[config.mk]
export PLATFORM = sky130hd
export DESIGN_NAME = flash_boot_sequencer
export DESIGN_NICKNAME = d
export VERILOG_FILES = /design/src/rtl/flash_boot_sequencer.sv
export SDC_FILE = /design/constraint.sdc
export NUM_CORES = 1
export LEC_CHECK = 0
export BUFFER_PORTS_ARGS = -buffer_cell sky130_fd_sc_hd__buf_2
export CAP_MARGIN = 20
export CORE_MARGIN = 4
export CORE_UTILIZATION = 45
export DETAILED_ROUTE_END_ITERATION = 12
export HOLD_SLACK_MARGIN = 0.02
export PLACE_DENSITY_LB_ADDON = 0.3
export SLEW_MARGIN = 10
export SYNTH_ARGS = -nofsm -noshare
export SYNTH_HDL_FRONTEND = slang
export SYNTH_SLANG_ARGS = --single-unit
[constraint.sdc]
create_clock -name clk -period 4.1 [get_ports clk]
set_input_delay 0.615 -clock clk [delete_from_list [all_inputs] [get_ports clk]]
set_output_delay 0.615 -clock clk [all_outputs]
set_load 0.05 [all_outputs]
[src/rtl/flash_boot_sequencer.sv]
// Boot-time copier: moves WORD_COUNT flash words into RAM through the flash controller's register
// port, then hands the port to the CPU. Define FLASH_BOOT_CHECKSUM_EN to verify a trailing sum word.
module flash_boot_sequencer #(
    parameter logic [23:0] FLASH_BASE     = 24'h100000,
    parameter int unsigned WORD_COUNT     = 1024,
    parameter int unsigned RAM_ADDR_W     = 12,
    parameter int unsigned SETTLE_CYCLES  = 4,
    parameter int unsigned TIMEOUT_CYCLES = 65535
) (
    input  logic                  clk,
    input  logic                  reset,
    input  logic                  start,
    input  logic                  cpu_ren,
    input  logic                  cpu_wen,
    input  logic [7:0]            cpu_address,
    input  logic [31:0]           cpu_data_in,
    output logic [31:0]           cpu_data_out,
    output logic                  cpu_stall,
    output logic                  fc_ren,
    output logic                  fc_wen,
    output logic [7:0]            fc_address,
    output logic [31:0]           fc_data_in,
    input  logic [31:0]           fc_data_out,
    output logic                  ram_we,
    output logic [RAM_ADDR_W-1:0] ram_addr,
    output logic [31:0]           ram_wdata,
`ifdef FLASH_BOOT_CHECKSUM_EN
    output logic [31:0]           checksum,
`endif
    output logic                  busy,
    output logic                  done,
    output logic                  error
);

    localparam logic [7:0]  REG_READY      = 8'd0;
    localparam logic [7:0]  REG_READENABLE = 8'd1;
    localparam logic [7:0]  REG_ADDRESS    = 8'd4;
    localparam logic [7:0]  REG_DATAOUT    = 8'd12;
    localparam logic [31:0] READY_VALUE    = 32'hFFFF_FFFF;
    localparam logic [31:0] LAST_IDX       = WORD_COUNT - 1;
    localparam logic [31:0] SETTLE_LAST    = SETTLE_CYCLES - 1;

    typedef enum logic [3:0] {
        IDLE,
        SET_ADDR,
        SET_REN,
        SETTLE,
        POLL_REQ,
        POLL_CHK,
        READ_REQ,
        READ_CAP,
        CLR_REN,
        STORE,
        ABORT,
        DONE,
        ERROR
    } state_t;

    state_t      state;
    logic        armed;
    logic        seq_ren;
    logic        seq_wen;
    logic [7:0]  seq_address;
    logic [31:0] seq_data_in;
    logic [23:0] faddr;
    logic [31:0] word_idx;
    logic [31:0] settle_cnt;
    logic [31:0] poll_cnt;
    logic        owning;
`ifdef FLASH_BOOT_CHECKSUM_EN
    logic        sum_phase;
`endif

    // A start pulse in IDLE/DONE/ERROR claims the port in the same cycle, so a colliding CPU
    // strobe is stalled rather than forwarded.
    assign owning       = busy | start;
    assign cpu_stall    = owning;
    assign cpu_data_out = fc_data_out;
    assign fc_ren       = owning ? seq_ren     : cpu_ren;
    assign fc_wen       = owning ? seq_wen     : cpu_wen;
    assign fc_address   = owning ? seq_address : cpu_address;
    assign fc_data_in   = owning ? seq_data_in : cpu_data_in;

    always_ff @(posedge clk or negedge reset) begin
        if (!reset) begin
            state       <= IDLE;
            armed       <= 1'b1;
            busy        <= 1'b0;
            done        <= 1'b0;
            error       <= 1'b0;
            seq_ren     <= 1'b0;
            seq_wen     <= 1'b0;
            seq_address <= '0;
            seq_data_in <= '0;
            ram_we      <= 1'b0;
            ram_addr    <= '0;
            ram_wdata   <= '0;
            faddr       <= '0;
            word_idx    <= '0;
            settle_cnt  <= '0;
            poll_cnt    <= '0;
`ifdef FLASH_BOOT_CHECKSUM_EN
            checksum    <= '0;
            sum_phase   <= 1'b0;
`endif
        end else begin
            // NOTE: strobes default low every cycle and are raised only for the state being
            // entered; with non-blocking assignments the later assignment in a branch wins.
            seq_ren <= 1'b0;
            seq_wen <= 1'b0;
            ram_we  <= 1'b0;
            case (state)
                IDLE, DONE, ERROR: begin
                    if (armed || start) begin
                        armed    <= 1'b0;
                        done     <= 1'b0;
                        error    <= 1'b0;
                        ram_addr <= '0;
                        word_idx <= '0;
                        faddr    <= FLASH_BASE;
`ifdef FLASH_BOOT_CHECKSUM_EN
                        checksum  <= '0;
                        sum_phase <= 1'b0;
`endif
                        if (WORD_COUNT == 0) begin
                            state <= DONE;
                            done  <= 1'b1;
                        end else begin
                            state       <= SET_ADDR;
                            busy        <= 1'b1;
                            seq_wen     <= 1'b1;
                            seq_address <= REG_ADDRESS;
                            seq_data_in <= {8'h00, FLASH_BASE};
                        end
                    end
                end
                SET_ADDR: begin
                    state       <= SET_REN;
                    seq_wen     <= 1'b1;
                    seq_address <= REG_READENABLE;
                    seq_data_in <= 32'd1;
                end
                SET_REN: begin
                    state      <= SETTLE;
                    settle_cnt <= '0;
                    poll_cnt   <= '0;
                end
                SETTLE: begin
                    if (settle_cnt == SETTLE_LAST) begin
                        state       <= POLL_REQ;
                        seq_ren     <= 1'b1;
                        seq_address <= REG_READY;
                    end else begin
                        settle_cnt <= settle_cnt + 32'd1;
                    end
                end
                POLL_REQ: begin
                    state    <= POLL_CHK;
                    poll_cnt <= poll_cnt + 32'd1;
                end
                POLL_CHK: begin
                    poll_cnt <= poll_cnt + 32'd1;
                    if (fc_data_out == READY_VALUE) begin
                        state       <= READ_REQ;
                        seq_ren     <= 1'b1;
                        seq_address <= REG_DATAOUT;
                    end else if (poll_cnt + 32'd1 >= TIMEOUT_CYCLES) begin
                        // Drop READENABLE before parking in ERROR.
                        state       <= ABORT;
                        seq_wen     <= 1'b1;
                        seq_address <= REG_READENABLE;
                        seq_data_in <= 32'd0;
                    end else begin
                        state       <= POLL_REQ;
                        seq_ren     <= 1'b1;
                        seq_address <= REG_READY;
                    end
                end
                READ_REQ: begin
                    state <= READ_CAP;
                end
                READ_CAP: begin
                    state       <= CLR_REN;
                    ram_wdata   <= fc_data_out;
                    seq_wen     <= 1'b1;
                    seq_address <= REG_READENABLE;
                    seq_data_in <= 32'd0;
                end
                CLR_REN: begin
                    state  <= STORE;
`ifdef FLASH_BOOT_CHECKSUM_EN
                    ram_we <= !sum_phase;
`else
                    ram_we <= 1'b1;
`endif
                end
                STORE: begin
`ifdef FLASH_BOOT_CHECKSUM_EN
                    if (sum_phase) begin
                        state <= (ram_wdata == checksum) ? DONE : ERROR;
                        done  <= (ram_wdata == checksum);
                        error <= (ram_wdata != checksum);
                        busy  <= 1'b0;
                    end else begin
                        checksum <= checksum + ram_wdata;
                        if (word_idx == LAST_IDX) begin
                            sum_phase   <= 1'b1;
                            faddr       <= faddr + 24'd4;
                            state       <= SET_ADDR;
                            seq_wen     <= 1'b1;
                            seq_address <= REG_ADDRESS;
                            seq_data_in <= {8'h00, faddr + 24'd4};
                        end else begin
                            word_idx    <= word_idx + 32'd1;
                            ram_addr    <= ram_addr + RAM_ADDR_W'(1);
                            faddr       <= faddr + 24'd4;
                            state       <= SET_ADDR;
                            seq_wen     <= 1'b1;
                            seq_address <= REG_ADDRESS;
                            seq_data_in <= {8'h00, faddr + 24'd4};
                        end
                    end
`else
                    if (word_idx == LAST_IDX) begin
                        state <= DONE;
                        done  <= 1'b1;
                        busy  <= 1'b0;
                    end else begin
                        word_idx    <= word_idx + 32'd1;
                        ram_addr    <= ram_addr + RAM_ADDR_W'(1);
                        faddr       <= faddr + 24'd4;
                        state       <= SET_ADDR;
                        seq_wen     <= 1'b1;
                        seq_address <= REG_ADDRESS;
                        seq_data_in <= {8'h00, faddr + 24'd4};
                    end
`endif
                end
                ABORT: begin
                    state <= ERROR;
                    error <= 1'b1;
                    busy  <= 1'b0;
                end
                default: begin
                    state <= IDLE;
                    busy  <= 1'b0;
                end
            endcase
        end
    end

endmodule

-- Yosys cells after proc, flatten, opt, wreduce, memory -nomap -nowiden
Index checks and enable logic that the tools add are counted.
- bits of input ports: 77
- bits in registers: 215
- magnitude comparators: 1
- mux-type cells: 50
- equal/unequal tests: 22
- $add $sub $neg: 5
- reductions and logical operators: 21
- bitwise operators: 2
- operators with widths (cell ; number):
    2-to-1 mux 32 bit ; 8
    one-hot mux 32 bit (2 select lines) ; 3
    one-hot mux 32 bit (5 select lines) ; 1
    adder 32 x 1 -> 32 bit (second input constant) ; 3
    2-to-1 mux 24 bit ; 2
    one-hot mux 24 bit (2 select lines) ; 1
    one-hot mux 4 bit (11 select lines) ; 1
    one-hot mux 8 bit (5 select lines) ; 1
    == test 32 x 10 -> 1 bit (second input constant) ; 1
    == test 32 x 2 -> 1 bit (second input constant) ; 1
    == test 32 bit (second input constant) ; 1
    >= comparator 32 x 16 -> 1 bit (second input constant) ; 1
    2-to-1 mux 8 bit ; 4
    adder 24 x 3 -> 24 bit (second input constant) ; 1
    2-to-1 mux 12 bit ; 2
    2-to-1 mux 4 bit ; 6
    one-hot mux 12 bit (2 select lines) ; 1
    == test 4 bit (second input constant) ; 5
    == test 4 x 3 -> 1 bit (second input constant) ; 4
    2-to-1 mux 1 bit ; 15
    != test 2 bit (second input constant) ; 7
    adder 12 x 1 -> 12 bit (second input constant) ; 1
    nonzero test 5 bit ; 2
    AND reduction 3 bit ; 3
    other kinds (16) ; 26

-- Longest topological paths before layout
Gate-level depths: netlist (run 1).
- depth in word-level cells: 5
- depth in mapped cells: 13

-- Worst setup path before layout (run 1)
No wires, ideal clock.
- path kind: flip-flop to flip-flop
- start: reg poll_cnt[1]
- end: reg seq_data_in[23]
- arrival: 3.114 ns
- clock period less this slack: 3.242 ns
- path slack: 0.858 ns
- stages on the path, launching flop included: 13
- cell sequence: dfrtp_1 > ha_1 > nand3_1 > or4_1 > buf_2 > a2111o_1 > o31ai_1 > o21ai_1 > or3_4 > a211oi_2 > o21a_1 > buf_4 > mux2_1
- longest elaborated chain between the ends: 4
- RTL lines (what ; line ; text):
    start, declared ; 68 ; logic [31:0] poll_cnt;
    start signal, assigned ; 159 ; poll_cnt <= poll_cnt + 32'd1;
    start signal, assigned ; 162 ; poll_cnt <= poll_cnt + 32'd1;
    adder 32 x 1 -> 32 bit ; 167 ; end else if (poll_cnt + 32'd1 >= TIMEOUT_CYCLES) begin
    >= comparator 32 x 16 -> 1 bit ; 167 ;
    != test 2 bit (no source line) ; - ;
    AND reduction 5 bit (no source line) ; - ;
    end signal, assigned ; 133 ; seq_data_in <= {8'h00, FLASH_BASE};
    end signal, assigned ; 235 ; seq_data_in <= {8'h00, faddr + 24'd4};
    end, declared ; 64 ; logic [31:0] seq_data_in;
Every way passes these cells.
A chain may end at the register's enable or synchronous reset.

-- Worst setup path after layout (run 1)
- start: reg poll_cnt[1]
- end: reg seq_data_in[19]
Same word-level chain as after synthesis.

==> summary.txt, run 1 <==
Place
  – Post-Place Cells: 1,565
  – DP Wirelength: 18.1 mm
  – Port Buffers: 199
  – Routability cong.: 0.835
  – Cell Area, Placed: 11,700 sq um

STA
  – Skew final: 0.0186 ns
  – # setup viols final: 0
  – RSZ-0062 raised after global routing: no
  – Setup TNS after final layout: 0 ns
  – Slew headroom: 0.336
  – Slew @ Worst Pin: 0.994 ns
  – Tcrit/Tclk final: 0.892
  – Fin. max-slew vios: 0
  – Max Fclk: 273 MHz
  – Minimum clock period: 3.66 ns
  – Final hold vios: 0

Layout
  – Antenna fix cells: 0
  – Share of post-route cells with drive strength above 1: 0.258
  – Area of the multi-input gates: 5130 sq um
  – Area occupied by registers: 4980 sq um
  – Most frequent cells in the layout: 198 x dfrtp_1, 198 x buf_2, 122 x nor2_1
  – Fillers: 2,069
  – Layout Nets: 1,354
  – Final core occ: 0.537
  – Layout area overhead: 16.2%
  – Fin cells: 1,597
  – Final Instance Area: 12,300 sq um

GRT
  – Grt ovf: 0
  – Tot GR Track Use: 0.191
  – First-pass GRT wire length: 41.6 mm
  – Largest net degree at the start of global routing: 109
  – Initial antenna violation count: 1
  – Vias in the first global route: 8,326

Worst setup path
  – Critical-path top delay cell: or4_1
  – Startpoint class of the critical path: flop
  – Setup CP Type: reg2reg
  – Crit end category: flop
  – Crit-path leading delay family: simple AND/OR/NAND/NOR gates
  – WP data required: 4.48 ns
  – Worst Path Buf+Inv: 1
  – CP Cell Sequence: ha_1, nand3_1, or4_1, o21ai_0, nor4b_1, nand4_1, or3_4, a211oi_2, o21a_1, buf_4, a22o_1
  – Critical Path AT: 4.03 ns
  – Slowest stage delay, CP: 0.70 ns
  – Crit-path max FO: 22

Floorplan
  – Die area: 26,100 sq um
  – Cell Rows: 55
  – Height of the die: 161 um
  – Initial Utilization: 0.463
  – I/O Pins: 200
  – Core box area: 22,900 sq um
  – Width of the die: 161 um

Power and ir drop
  – Peak supply drop: 0.279 mV
  – PnR Total Power: 0.00410 W
  – Lkg Pwr: 5.66 nW
  – Power Density: 333 nW/um^2

Drt
  – First-pass DRT Iterations: 4
  – Via count: 8,806
  – Routed wire per std cell: 15.7 um
  – DRT iter0 DRCs: 503
  – Via density: 5.51
  – Total Routed Length: 25.1 mm
  – DRC viols: 0
  – DRT antenna net count: 0

CTS
  – Worst-path clk slew: 0.08 ns
  – Max clock buf depth: 2
  – Post-CTS Hold Fix Bufs: 0
  – TritonCTS Sinks: 199
  – Cts repair resizes: 0
  – Cts bufs inserted: 17
  – Worst skew pair latency: 0.44 ns
  – CTS tree: yes
  – Clock root cell: clkbuf_16
  – Htree depth: 4
  – Post-CTS setup buffer count: 0

Synthesis
  – Post-synth EDFFs: 0
  – Avg Synthesized Cell Area: 9.45 sq um
  – Synthesized Nets: 1,205
  – Register area share after synthesis: 0.470
  – Mapped Cells: 1,122
  – Async SR Flop Fraction: 1.00
  – Flop and latch count out of synthesis: 199
  – Mapped Area: 10,600 sq um
  – Main synth FF type: dfrtp_1
  – Unique masters post-synth: 62
  – Ys Warns: 0

Run
  – MaxCap Viol Count: 0

Hold path
  – Hold Path Class: in2async

Run status
  – Status: complete, no violations
-- where the power goes --
part           switching [W]  internal, W  total [W]  leakage (nW)
sequential         0.0000200      0.00199    0.00201          2.50
clock               0.000841     0.000827    0.00167         0.291
combinational       0.000319     0.000111   0.000430          2.86
-- area by class of cell --
type	instances	share of cell area
Clock buffer	17	0.0346
Clock inverter	15	0.0149
Inverter	14	0.00427
Multi-Input combinational cell	821	0.417
Sequential cell	199	0.405
Tap cell	313	0.0318
Timing Repair Buffer	218	0.0932
-- worst reg2reg max path, delay by kind of cell (launching register included) --
family | cells | cell delay [ns]
AND/OR/NAND/NOR | 5 | 1.68
AO/OA/AOI/OAI | 4 | 0.96
flip-flops | 1 | 0.44
buffers and inverters | 1 | 0.28
adder cells (fa/ha/maj) | 1 | 0.25
-- Yosys cell counts (all sizes together), types with 19 or more instances --
library cell  count  share of area
xnor2            31          0.026
o31ai            20          0.014
nand2           107          0.038
nand3            47          0.023
nor4             20          0.012
xor2             47          0.039
nor2            123          0.044
a21oi            36          0.017
or3              19          0.012
a22o             20          0.017
clkbuf           47          0.017
buf              41          0.028
mux2             63          0.067
and3             28          0.017
nor3             20         0.0099
nand4            39          0.024
o21ai            94          0.044
dfrtp           198           0.47
-- final timing paths --
kind	from	to	slack [ns]	cells past startpoint
max	poll_cnt[1]	seq_data_in[19]	0.44	11
min	reset	faddr[15]	0.26	1
max reg2reg	poll_cnt[1]	seq_data_in[19]	0.44	11
min reg2reg	seq_address[0]	seq_address[0]	0.48	2
max in group asynchronous	reset	armed	2.90	2
min in group clk	fc_data_out[25]	ram_wdata[25]	0.43	2
-- cells by family (layout without fill, tap and decap cells) --
| family | Yosys count | after routing | share of synthesized area |
|---|---|---|---|
| flip-flops | 199 | 199 | 0.470 |
| multiplexers | 65 | 65 | 0.0688 |
| adder cells (fa/ha/maj) | 6 | 6 | 0.00708 |
| buffers and inverters | 102 | 264 | 0.0499 |
| XOR/XNOR | 78 | 78 | 0.0645 |
| AO/OA/AOI/OAI | 222 | 222 | 0.131 |
| AND/OR/NAND/NOR | 450 | 450 | 0.209 |
-- metrics by stage --
step,setup WS (ns),hold slack [ns]
2_1_floorplan,0.858,0.319
3_3_place_gp,0.566,0.466
3_5_place_dp,0.484,0.470
5_1_grt,0.0709,0.334
6_report,0.442,0.259
4_1_cts,0.466,0.292
-- routing by layer --
metal	share of wire	global-route usage	wire [um]	vias to the layer above
met4	0.011	0.0411	276	0
met3	0.060	0.0352	1500	29
met2	0.47	0.317	11800	272
li1	-	-	-	4279
met1	0.46	0.263	11600	4226
met5	0	0	0	-
-- sequential cells by signal, summed over array words and instances (netlist names) --
name	flops
state	4
seq_wen	1
seq_address	3
done	1
word_idx	32
seq_ren	1
busy	1
settle_cnt	32
ram_addr	12
poll_cnt	32
error	1
seq_data_in	23
faddr	22
ram_wdata	32
ram_we	1
armed	1
(Power assumes the default switching activity.)
==> run 2: changes to the inputs <==
- CAP_MARGIN: 20 -> 5
- CORE_MARGIN: 4 -> 5
==> run 2 against run 1 <==
- design area is 0.19% lower
- power shrank 1.4%
- clock power down 4%
- worst setup slack gained 0.066 ns
- clock-buffer cell count grew 1
- highest routed layer unchanged
- clock skew down 0.0025 ns
- combinational power is essentially flat
- sequential power barely moved
- via count down 0.98%
- maximum frequency up 1.8%
- register-to-register slack gained 0.07 ns
==> summary.txt, run 2 (synthesis results as in run 1) <==
Power and ir drop
  – Clock power frac: 0.397 (was 0.406)
  – Switch Pwr: 0.00114 W (was 0.00118 W)
  – Peak supply drop: 0.236 mV (was 0.279 mV)
  – Sw Ratio: 0.282 (was 0.287)
  – Lkg Pwr: 5.64 nW (was 5.66 nW)
  – Reg power frac: 0.496 (was 0.489)
  – Internal power: 0.00291 W (was 0.00292 W)
  – PnR Total Power: 0.00405 W (was 0.00410 W)
  – Combinational share of power: 0.107 (was 0.105)
  – Power Density: 329 nW/um^2 (was 333 nW/um^2)

Drt
  – First-pass DRT Iterations: 5 (was 4)
  – Routed wire per std cell: 15.9 um (was 15.7 um)
  – Total Routed Length: 25.4 mm (was 25.1 mm)
  – Via count: 8,720 (was 8,806)
  – Via density: 5.44 (was 5.51)
  – DRC viols: 0 (unchanged)
  – DRT iter0 DRCs: 606 (was 503)
  – DRT antenna net count: 0 (unchanged)

CTS
  – Worst skew pair latency: 0.44 ns (about the same)
  – Cts repair resizes: 0 (unchanged)
  – Htree depth: 4 (unchanged)
  – Post-CTS setup buffer count: 0 (unchanged)
  – Worst-path clk slew: 0.08 ns (about the same)
  – CTS tree: yes (unchanged)
  – Max clock buf depth: 2 (unchanged)
  – Clock root cell: clkbuf_16 (unchanged)
  – TritonCTS Sinks: 199 (unchanged)
  – Post-CTS Hold Fix Bufs: 0 (unchanged)
  – Cts bufs inserted: 17 (unchanged)

Layout
  – Share of post-route cells with drive strength above 1: 0.257 (was 0.258)
  – Layout area overhead: 15.9% (was 16.2%)
  – Most frequent cells in the layout: 198 x dfrtp_1, 198 x buf_2, 122 x nor2_1 (unchanged)
  – Antenna fix cells: 0 (unchanged)
  – Final Instance Area: 12,300 sq um (about the same)
  – Layout Nets: 1,354 (unchanged)

Worst setup path
  – Crit-path max FO: 7 (was 22)
  – Worst Path Buf+Inv: 0 (was 1)
  – Slowest stage delay, CP: 0.63 ns (was 0.70 ns)
  – Setup CP Type: reg2reg (unchanged)
  – Worst reg2reg path depth: 10 (was 11)
  – Crit-path leading delay family: simple AND/OR/NAND/NOR gates (unchanged)
  – FF-to-FF Start: poll_cnt[1] (unchanged)
  – Crit end category: flop (unchanged)
  – R2R setup slack: 0.51 ns (was 0.44 ns)
  – Critical-path top delay cell: nor4_1 (was or4_1)
  – RR Endpoint: seq_data_in[23] (was seq_data_in[19])
  – CP Cell Sequence: ha_1, nand3_1, nor4_1, a21boi_0, nor4b_1, nand4_1, or3_4, a211oi_2, o21a_1, mux2_1 (was ha_1, nand3_1, or4_1, o21ai_0, nor4b_1, nand4_1, or3_4, a211oi_2, o21a_1, buf_4, a22o_1)
  – Startpoint class of the critical path: flop (unchanged)
  – Critical Path AT: 3.91 ns (was 4.03 ns)
  – WP data required: 4.42 ns (was 4.48 ns)

STA
  – Max Fclk: 278 MHz (was 273 MHz)
  – Final hold vios: 0 (unchanged)
  – RSZ-0062 raised after global routing: no (unchanged)
  – Minimum clock period: 3.59 ns (was 3.66 ns)
  – Setup TNS after final layout: 0 ns (unchanged)
  – Slew @ Worst Pin: 1.03 ns (was 0.994 ns)
  – Skew final: 0.0161 ns (was 0.0186 ns)
  – Min Hold Slack: 0.279 ns (was 0.259 ns)
  – # setup viols final: 0 (unchanged)
  – Slew headroom: 0.311 (was 0.336)
  – Fin. max-slew vios: 0 (unchanged)
  – Tcrit/Tclk final: 0.876 (was 0.892)

Run
  – MaxCap Viol Count: 0 (unchanged)

Place
  – DP Wirelength: 18.2 mm (was 18.1 mm)
  – Routability cong.: 0.841 (was 0.835)
  – Port Buffers: 199 (unchanged)
  – Cell Area, Placed: 11,700 sq um (about the same)

GRT
  – GRT met1 Usage: 0.257 (was 0.263)
  – First-pass GRT wire length: 41.9 mm (was 41.6 mm)
  – Tot GR Track Use: 0.190 (was 0.191)
  – Initial antenna violation count: 0 (was 1)
  – Vias in the first global route: 8,266 (was 8,326)
  – Grt ovf: 0 (unchanged)
  – GR peak layer: met2 (unchanged)
  – Met2 GRT Util: 0.320 (was 0.317)
  – Met3 GRT Util: 0.0338 (was 0.0352)
  – Largest net degree at the start of global routing: 110 (was 109)

Floorplan
  – Initial Utilization: 0.454 (was 0.463)
  – Height of the die: 163 um (was 161 um)
  – I/O Pins: 200 (unchanged)
  – Core box area: 23,300 sq um (was 22,900 sq um)
  – Width of the die: 163 um (was 161 um)
  – Cell Rows: 56 (was 55)
  – Die area: 26,700 sq um (was 26,100 sq um)

Hold path
  – Hold Path Class: in2async (unchanged)

Run status
  – Status: complete, no violations (unchanged)
## run 2: worst max path at each step
stage,startpoint,to,slack [ns],cells after the start
after CTS,poll_cnt[1],seq_data_in[23],0.54,10
final,poll_cnt[1],seq_data_in[23],0.51,10
after floorplan,poll_cnt[1],seq_data_in[23],0.86,12
after global routing,poll_cnt[1],seq_data_in[6],0.22,11
after global placement,poll_cnt[1],seq_data_in[23],0.66,10
after detailed placement,poll_cnt[1],seq_data_in[23],0.58,10
## run 2: area by class of cell
cell class	instances	area, sq um
Multi-Input combinational cell	821	5130
Clock buffer	18	429
Tap cell	319	399
Fill cell	2166	11000
Inverter	14	52.6
Timing Repair Buffer	218	1160
Clock inverter	14	136
Sequential cell	199	4980
## run 2: power by group through the flow
stage | clock (W) | combinational, W | sequential, W
global placement | 0 | 0.000434 | 0.00205
global route | 0.00173 | 0.000458 | 0.00201
floorplan | 0 | 0.000235 | 0.00211
CTS | 0.00165 | 0.000437 | 0.00201
finish | 0.00161 | 0.000431 | 0.00201
detailed placement | 0 | 0.000437 | 0.00205
## run 2: per-layer routing
metal,part of all wire,wire length [um],vias to the layer above
met1,0.45,11500,4196
met5,0,0,-
met4,0.011,290,0
met2,0.48,12300,232
li1,-,-,4266
met3,0.053,1340,26
## run 2: stage by stage
| step | utilization | setup WS [ns] | std cells |
|---|---|---|---|
| final | 0.527 | 0.509 | 1603 |
| after global routing | 0.527 | 0.224 | 1603 |
| after CTS | 0.527 | 0.536 | 1603 |
| after detailed placement | 0.502 | 0.576 | 1571 |
| after global placement | 0.502 | 0.655 | 1571 |
| after floorplan | - | 0.858 | 1122 |
